<file path="config.mk">
export PLATFORM = sky130hd
export DESIGN_NAME = vga_score_counter
export DESIGN_NICKNAME = d
export VERILOG_FILES = /design/src/rtl/vga_score_counter.sv
export SDC_FILE = /design/constraint.sdc
export NUM_CORES = 1
export LEC_CHECK = 0
export ABC_AREA = 1
export BUFFER_PORTS_ARGS = -buffer_cell sky130_fd_sc_hd__buf_2
export CAP_MARGIN = 5
export CELL_PAD_IN_SITES_DETAIL_PLACEMENT = 1
export CELL_PAD_IN_SITES_GLOBAL_PLACEMENT = 1
export CORE_ASPECT_RATIO = 1.25
export CORE_MARGIN = 5
export CORE_UTILIZATION = 39
export DETAILED_ROUTE_END_ITERATION = 6
export GPL_TIMING_DRIVEN = 0
export MAX_ROUTING_LAYER = met4
export PLACE_DENSITY_LB_ADDON = 0.25
export SLEW_MARGIN = 30
export SYNTH_ARGS = -nofsm -noshare
export SYNTH_HDL_FRONTEND = slang
export SYNTH_SLANG_ARGS = --single-unit
</file>
<file path="constraint.sdc">
create_clock -name clk -period 1.84 [get_ports clk]
set_input_delay 0.092 -clock clk [delete_from_list [all_inputs] [get_ports clk]]
set_output_delay 0.092 -clock clk [all_outputs]
set_load 0.03 [all_outputs]
</file>
<file path="src/rtl/vga_score_counter.sv">
// Packed-BCD score keeper: serial one-digit-per-clock increment, frame-stable display snapshot.
// Optional high-score tracking is built when SCORE_HIGHSCORE_EN is defined.
module vga_score_counter #(
  parameter int unsigned NDIGITS = 4,
  parameter int unsigned PEND_W  = 3
) (
  input  logic                   clk,
  input  logic                   reset,
  input  logic                   game_rst,
  input  logic                   eat,
  input  logic                   frame_start,
  output logic [4*NDIGITS-1:0]   score_bcd,
  output logic [4*NDIGITS-1:0]   disp_bcd,
  output logic [4*NDIGITS-1:0]   high_bcd,
  output logic                   busy,
  output logic                   sat
);

  localparam int unsigned IDX_W = (NDIGITS > 1) ? $clog2(NDIGITS) : 1;
  localparam logic [PEND_W-1:0] PEND_MAX = '1;

  typedef enum logic {IDLE, INC} state_t;

  state_t               state, state_n;
  logic [PEND_W-1:0]    pending, pending_n;
  logic [IDX_W-1:0]     idx, idx_n;
  logic [4*NDIGITS-1:0] score_n, disp_n;
  logic                 sat_n, latch_pend, latch_pend_n;
  logic                 all_nines, take;

  always_comb begin
    all_nines = 1'b1;
    for (int unsigned i = 0; i < NDIGITS; i++) begin
      if (score_bcd[4*i +: 4] != 4'd9) all_nines = 1'b0;
    end
  end

  always_comb begin
    state_n      = state;
    pending_n    = pending;
    idx_n        = idx;
    score_n      = score_bcd;
    disp_n       = disp_bcd;
    sat_n        = sat;
    latch_pend_n = latch_pend;
    take         = eat && (pending != PEND_MAX);

    if (game_rst) begin
      state_n      = IDLE;
      pending_n    = '0;
      idx_n        = '0;
      score_n      = '0;
      sat_n        = 1'b0;
      latch_pend_n = 1'b0;
    end else begin
      case (state)
        IDLE: begin
          // Score is stable while IDLE, so this never captures a torn carry.
          if (frame_start || latch_pend) begin
            disp_n       = score_bcd;
            latch_pend_n = 1'b0;
          end
          if ((pending != '0) && all_nines) begin
            pending_n = '0;
            sat_n     = 1'b1;
          end else if (pending != '0) begin
            state_n   = INC;
            idx_n     = '0;
            pending_n = take ? pending : pending - 1'b1;
          end else if (take) begin
            pending_n = pending + 1'b1;
          end
        end
        INC: begin
          if (frame_start) latch_pend_n = 1'b1;
          if (take) pending_n = pending + 1'b1;
          for (int unsigned i = 0; i < NDIGITS; i++) begin
            if (idx == IDX_W'(i)) begin
              if (score_bcd[4*i +: 4] == 4'd9) begin
                score_n[4*i +: 4] = '0;
                idx_n             = idx + 1'b1;
              end else begin
                score_n[4*i +: 4] = score_bcd[4*i +: 4] + 4'd1;
                state_n           = IDLE;
              end
            end
          end
        end
      endcase
    end
  end

  always_ff @(posedge clk or posedge reset) begin
    if (reset) begin
      state      <= IDLE;
      pending    <= '0;
      idx        <= '0;
      score_bcd  <= '0;
      disp_bcd   <= '0;
      sat        <= 1'b0;
      latch_pend <= 1'b0;
    end else begin
      state      <= state_n;
      pending    <= pending_n;
      idx        <= idx_n;
      score_bcd  <= score_n;
      disp_bcd   <= disp_n;
      sat        <= sat_n;
      latch_pend <= latch_pend_n;
    end
  end

`ifdef SCORE_HIGHSCORE_EN
  // Unsigned vector compare is valid because BCD ordering is monotone.
  always_ff @(posedge clk or posedge reset) begin
    if (reset) begin
      high_bcd <= '0;
    end else if (game_rst && (score_bcd > high_bcd)) begin
      high_bcd <= score_bcd;
    end
  end
`else
  assign high_bcd = '0;
`endif

  assign busy = (state != IDLE) || (pending != '0);

endmodule

</file>
# Word level (Yosys, flattened, before mapping)
# Cells that the tools add are included.
# classes
reduce_logical	20
eq_ne	18
mux	51
n_addsub	7
n_bitwise	2
# op_table
op	n
16-bit two-way mux	2
4-bit two-way mux	8
2-bit two-way mux	11
1-bit two-way mux	21
4-bit by 1-bit adder with 4-bit output (second input constant)	4
4-bit equality test (second input constant)	4
4-bit != test (second input constant)	4
3-bit two-way mux	5
3-bit != test (second input constant)	5
2-bit AND reduction	7
2-bit nonzero test	6
3-bit one-hot mux with 2 select lines	1
5-bit != test (second input constant)	1
2-bit equality test (second input constant)	2
1-bit one-hot mux with 2 select lines	2
2-bit one-hot mux with 2 select lines	1
3-bit by 1-bit adder with 3-bit output (second input constant)	1
3-bit AND reduction	1
3-bit nonzero test	1
3-bit by 1-bit subtractor with 3-bit output (second input constant)	1
2-bit by 1-bit adder with 2-bit output (second input constant)	1
2-bit by 1-bit equality test with 1-bit output (second input constant)	1
1-bit logical AND	2
2-bit logical NOT	1
3 further kinds	5
# word_totals
output_inout_bits	50
regBits	40
wordCells	108

# Depth between registers and ports, before layout
# logic_depth
ltp_word	11
depth_mapped	11
ltp_nobuf	11

# Worst setup path before layout
# No wires, ideal clock.
# synth_path
kind	reg2reg
from	register score_bcd[13]
to	register state
required_ns	1.715
path_stages_with_launch	10
setup_slack_ns	0.345
arrival_time_ns	1.370
n_path_buf	0
path_cell_list	dfrtp_1 -> inv_1 -> ha_1 -> nand3_4 -> nor2_4 -> nand2_2 -> nand2_2 -> inv_2 -> nand2_1 -> o21ai_1
# synth_via
elab_chain_len	6
# synth_rtl
item	line_no	rtl
start, declared	12	output logic [4*NDIGITS-1:0] score_bcd,
start signal, assigned	106	score_bcd <= score_n;
4-bit != test	34	if (score_bcd[4*i +: 4] != 4'd9) all_nines = 1'b0;
1-bit two-way mux	34	
1-bit logical AND	63	if ((pending != '0) && all_nines) begin
1-bit two-way mux	63	
1-bit one-hot mux with 2 select lines *	56	case (state)
1-bit two-way mux *	48	if (game_rst) begin
net state_n	24	state_t state, state_n;
end signal, assigned	103	state <= state_n;
end, declared	24	
# Mark *: on every way through the listed nets, which the timed path passes. The rest lies on a longest branch.
# A chain may end at the register's enable or synchronous reset.

# Final worst setup path
# layout_path
from	register score_bcd[9]
to	register state
# layout_via
elab_chain_len	7
# layout_rtl
item	line_no
4-bit equality test or 4-bit != test (tied branches)	79, 34
1-bit two-way mux, on equally long branches	79, 34
1-bit two-way mux, on equally long branches	78, 34
1-bit two-way mux or 1-bit logical AND (tied branches)	79, 63
1-bit two-way mux, on equally long branches	78, 63
1-bit one-hot mux with 2 select lines *	56
1-bit two-way mux *	48
net state_n	24
# Marks and branches as above.

==> summary.txt <==
Post-synthesis sequential area ratio: 43.29%
Tcrit/Tclk final: 82.98%
Largest net degree at the start of global routing: 29
Worst-path fanout max: 5
CTS tree: yes
CTS buffer count: 5
Worst Reg-to-Reg Cells: 9
Post-Synth Simple-Gate Area: 21.21%
Layout cells sized above 1: 25.37%
Post-detail-place hpwl: 4.576 mm
Hold WS: 0.05863 ns
Yosys reg bits: 40
Vias in the first global route: 2110
Setup Fix Bufs, Post-CTS: 0
Setup crit end kind: register
Maxcap violations: 0
Cell Int Power: 0.001438 W
Nets: 360
Total core area: 5779 sq um
Row count: 31
Layout Cells excl Fill: 405
Peak VDD IR: 637.5 uV
GP Congestion: 0.8188
Synth top area share: 43.29%
Setup crit start: score_bcd[9]$_DFFE_PP0P_
R2R Setup Slk: 0.31 ns
Main combinational cell family by area after synthesis: simple AND/OR/NAND/NOR gates
CTS clock-pin slew for the worst setup and hold paths: 0.08 ns
First-pass GRT wire length: 9.804 mm
Status: complete, no violations
CP Launch Type: register
CP arrival: 1.70 ns
Grt total ovfl: 0
Combinational Power Share: 32.7%
Synth warnings: 0
Setup_tns: 0 ns
Ranking of synthesized cells by area: dfrtp_1 43%, nand2_1 9.4%, ha_1 8.7%
Cell taking the most area after synthesis: dfrtp_1
DRT iter0 DRCs: 63
Post_cts resized: 0
# DRC: 0
Hold buffer count at cts: 1
Initial antenna violation count: 0
Mapped Area: 2312 sq um
Setup CP Type: register to register
Chip height: 96.09 um
GR Util All Layers: 16.96%
CTS HTree Levels: 2
Max Freq: 0.6549 GHz
Power Density: 849.2 nW/um^2
Ports: 55
Req. time, crit path: 2.02 ns
Slew Limit Fails: 0
Drt pass-1 iters: 4
Register share of total power: 43.5%
Leakage: 1.467 nW
Xor/xnor cell area share of the yosys netlist: 1.894%
Ant. Diodes: 0
Most common cell after layout, fill and taps aside: nand2_1
Final ANT Viol Nets: 0
Most frequent cells in the layout: 58 x nand2_1, 42 x buf_2, 40 x dfrtp_1, 31 x inv_1
Die width: 78.87 um
Clock root buffer: clkbuf_8
Via count: 1979
Util after Layout: 47.56%
Synth Area in Compound Gates: 12.23%
Worst Skew: 0.005006 ns
WL final: 5.778 mm
Switching share of power: 38.39%
Worst hold-check path type: input port to register
Final setup fails: 0
Synth Instances: 277
Starting Density: 40.01%
DR WL/cell: 14.27 um
R2r startpoint: score_bcd[9]$_DFFE_PP0P_
Clock sinks: 40
Area Overhead vs Synth: 18.89%
Hold Startpoint: frame_start
Cell variety after synth: 25
Post-Synth Adder-Cell Area: 8.658%
RSZ-0062 raised after global routing: no
Tot Pwr: 0.002334 W
Switch Pwr: 0.0008962 W
Die ar.: 7578 sq um
Port buffer count: 38
Reg-to-Reg End: state$_DFF_PP0_
CP endpoint: state$_DFF_PP0_
Final Hold Fails: 0
Maximum clock insertion buffer count: 2
Worst-Skew Late Latency: 0.29 ns
Via density: 4.886
Fin crit period: 1.527 ns
Post-synthesis mux area share: 0%
Placed insts: 397
Clk network pwr share: 23.9%
Post-Syn Area per Cell: 8.347 sq um
==> cell usage after synthesis <==
cell and instances:
inv_1 32, nor2_1 13, o21bai_1 1, nor2_4 3, nand3_4 2, inv_2 8, o22ai_1 6, nand3_2 1
nand3_1 19, o32ai_1 2, conb_1 1, o21ai_0 5, o21a_1 1, ha_1 16, xor2_1 5, nor2_2 2
nand2_1 58, dfrtp_1 40, buf_2 4, nand4_1 4, a21oi_1 15, nand2_2 2, buf_4 16, o21ai_2 2
o21ai_1 19
==> critical path, cell delays in order, from the launching register on <==
cell and delay [ns]:
dfrtp_1 0.42, inv_1 0.11, ha_1 0.24, nand3_4 0.14, nor2_4 0.13, nand2_2 0.08, nand2_2 0.07, inv_2 0.05
nand2_1 0.09, o21ai_1 0.08
==> through the flow <==
| stage | setup slack (ns) | area, sq um |
|---|---|---|
| 6_report | 0.3132 | 2749 |
| 5_1_grt | 0.1326 | 2749 |
| 4_1_cts | 0.3007 | 2749 |
| 2_1_floorplan | 0.3452 | 2369 |
| 3_5_place_dp | 0.3125 | 2661 |
| 3_3_place_gp | 0.2352 | 2641 |
==> registers in the layout (all words and copies together), names as in the netlist <==
name        count
idx             2
sat             1
state           1
latch_pend      1
pending         3
disp_bcd       16
score_bcd      16
==> how the worst min path moves through the flow <==
stage | end | depth (start not counted)
floorplan | latch_pend$_DFFE_PP0P_ | 1
global placement | latch_pend$_DFFE_PP0P_ | 2
detailed placement | disp_bcd[3]$_DFFE_PP0P_ | 2
CTS | latch_pend$_DFFE_PP0P_ | 2
global route | latch_pend$_DFFE_PP0P_ | 2
finish | latch_pend$_DFFE_PP0P_ | 2
==> layout make-up <==
cell class | instances | area [sq um]
sequential | 40 | 1001
fill | 752 | 3030
buffer | 20 | 140.1
tap | 66 | 82.58
clock buffer | 6 | 72.57
multi-input combinational | 192 | 1077
timing repair buffer | 40 | 220.2
clock inverter | 1 | 5.005
inverter | 40 | 150.1
==> per-layer routing <==
metal	vias to the layer above	part of all wire, %	global-route usage (%)
li1	981	-	-
met1	955	41	18.31
met2	34	54	31.23
met3	9	3.9	3.371
met4	0	1.4	5.587
met5	-	0	-
==> power groups by stage <==
stage | combinational [W] | sequential, W | clock, W
final | 0.000763 | 0.00101 | 0.000557
after detailed placement | 0.000773 | 0.00103 | 0
after global routing | 0.000871 | 0.00102 | 0.000621
after global placement | 0.000751 | 0.00103 | 0
after floorplan | 0.000544 | 0.00106 | 0
after CTS | 0.000777 | 0.00102 | 0.000578
==> cell families (layout without fill, tap and decap cells) <==
group	after synthesis	in the layout
AO/OA/AOI/OAI	51	51
XOR/XNOR	5	5
adder cells (fa/ha/maj)	16	16
buffers and inverters	60	107
flip-flops	40	40
other	1	16
AND/OR/NAND/NOR	104	104
Note: power is estimated with default switching activity, not from simulation.
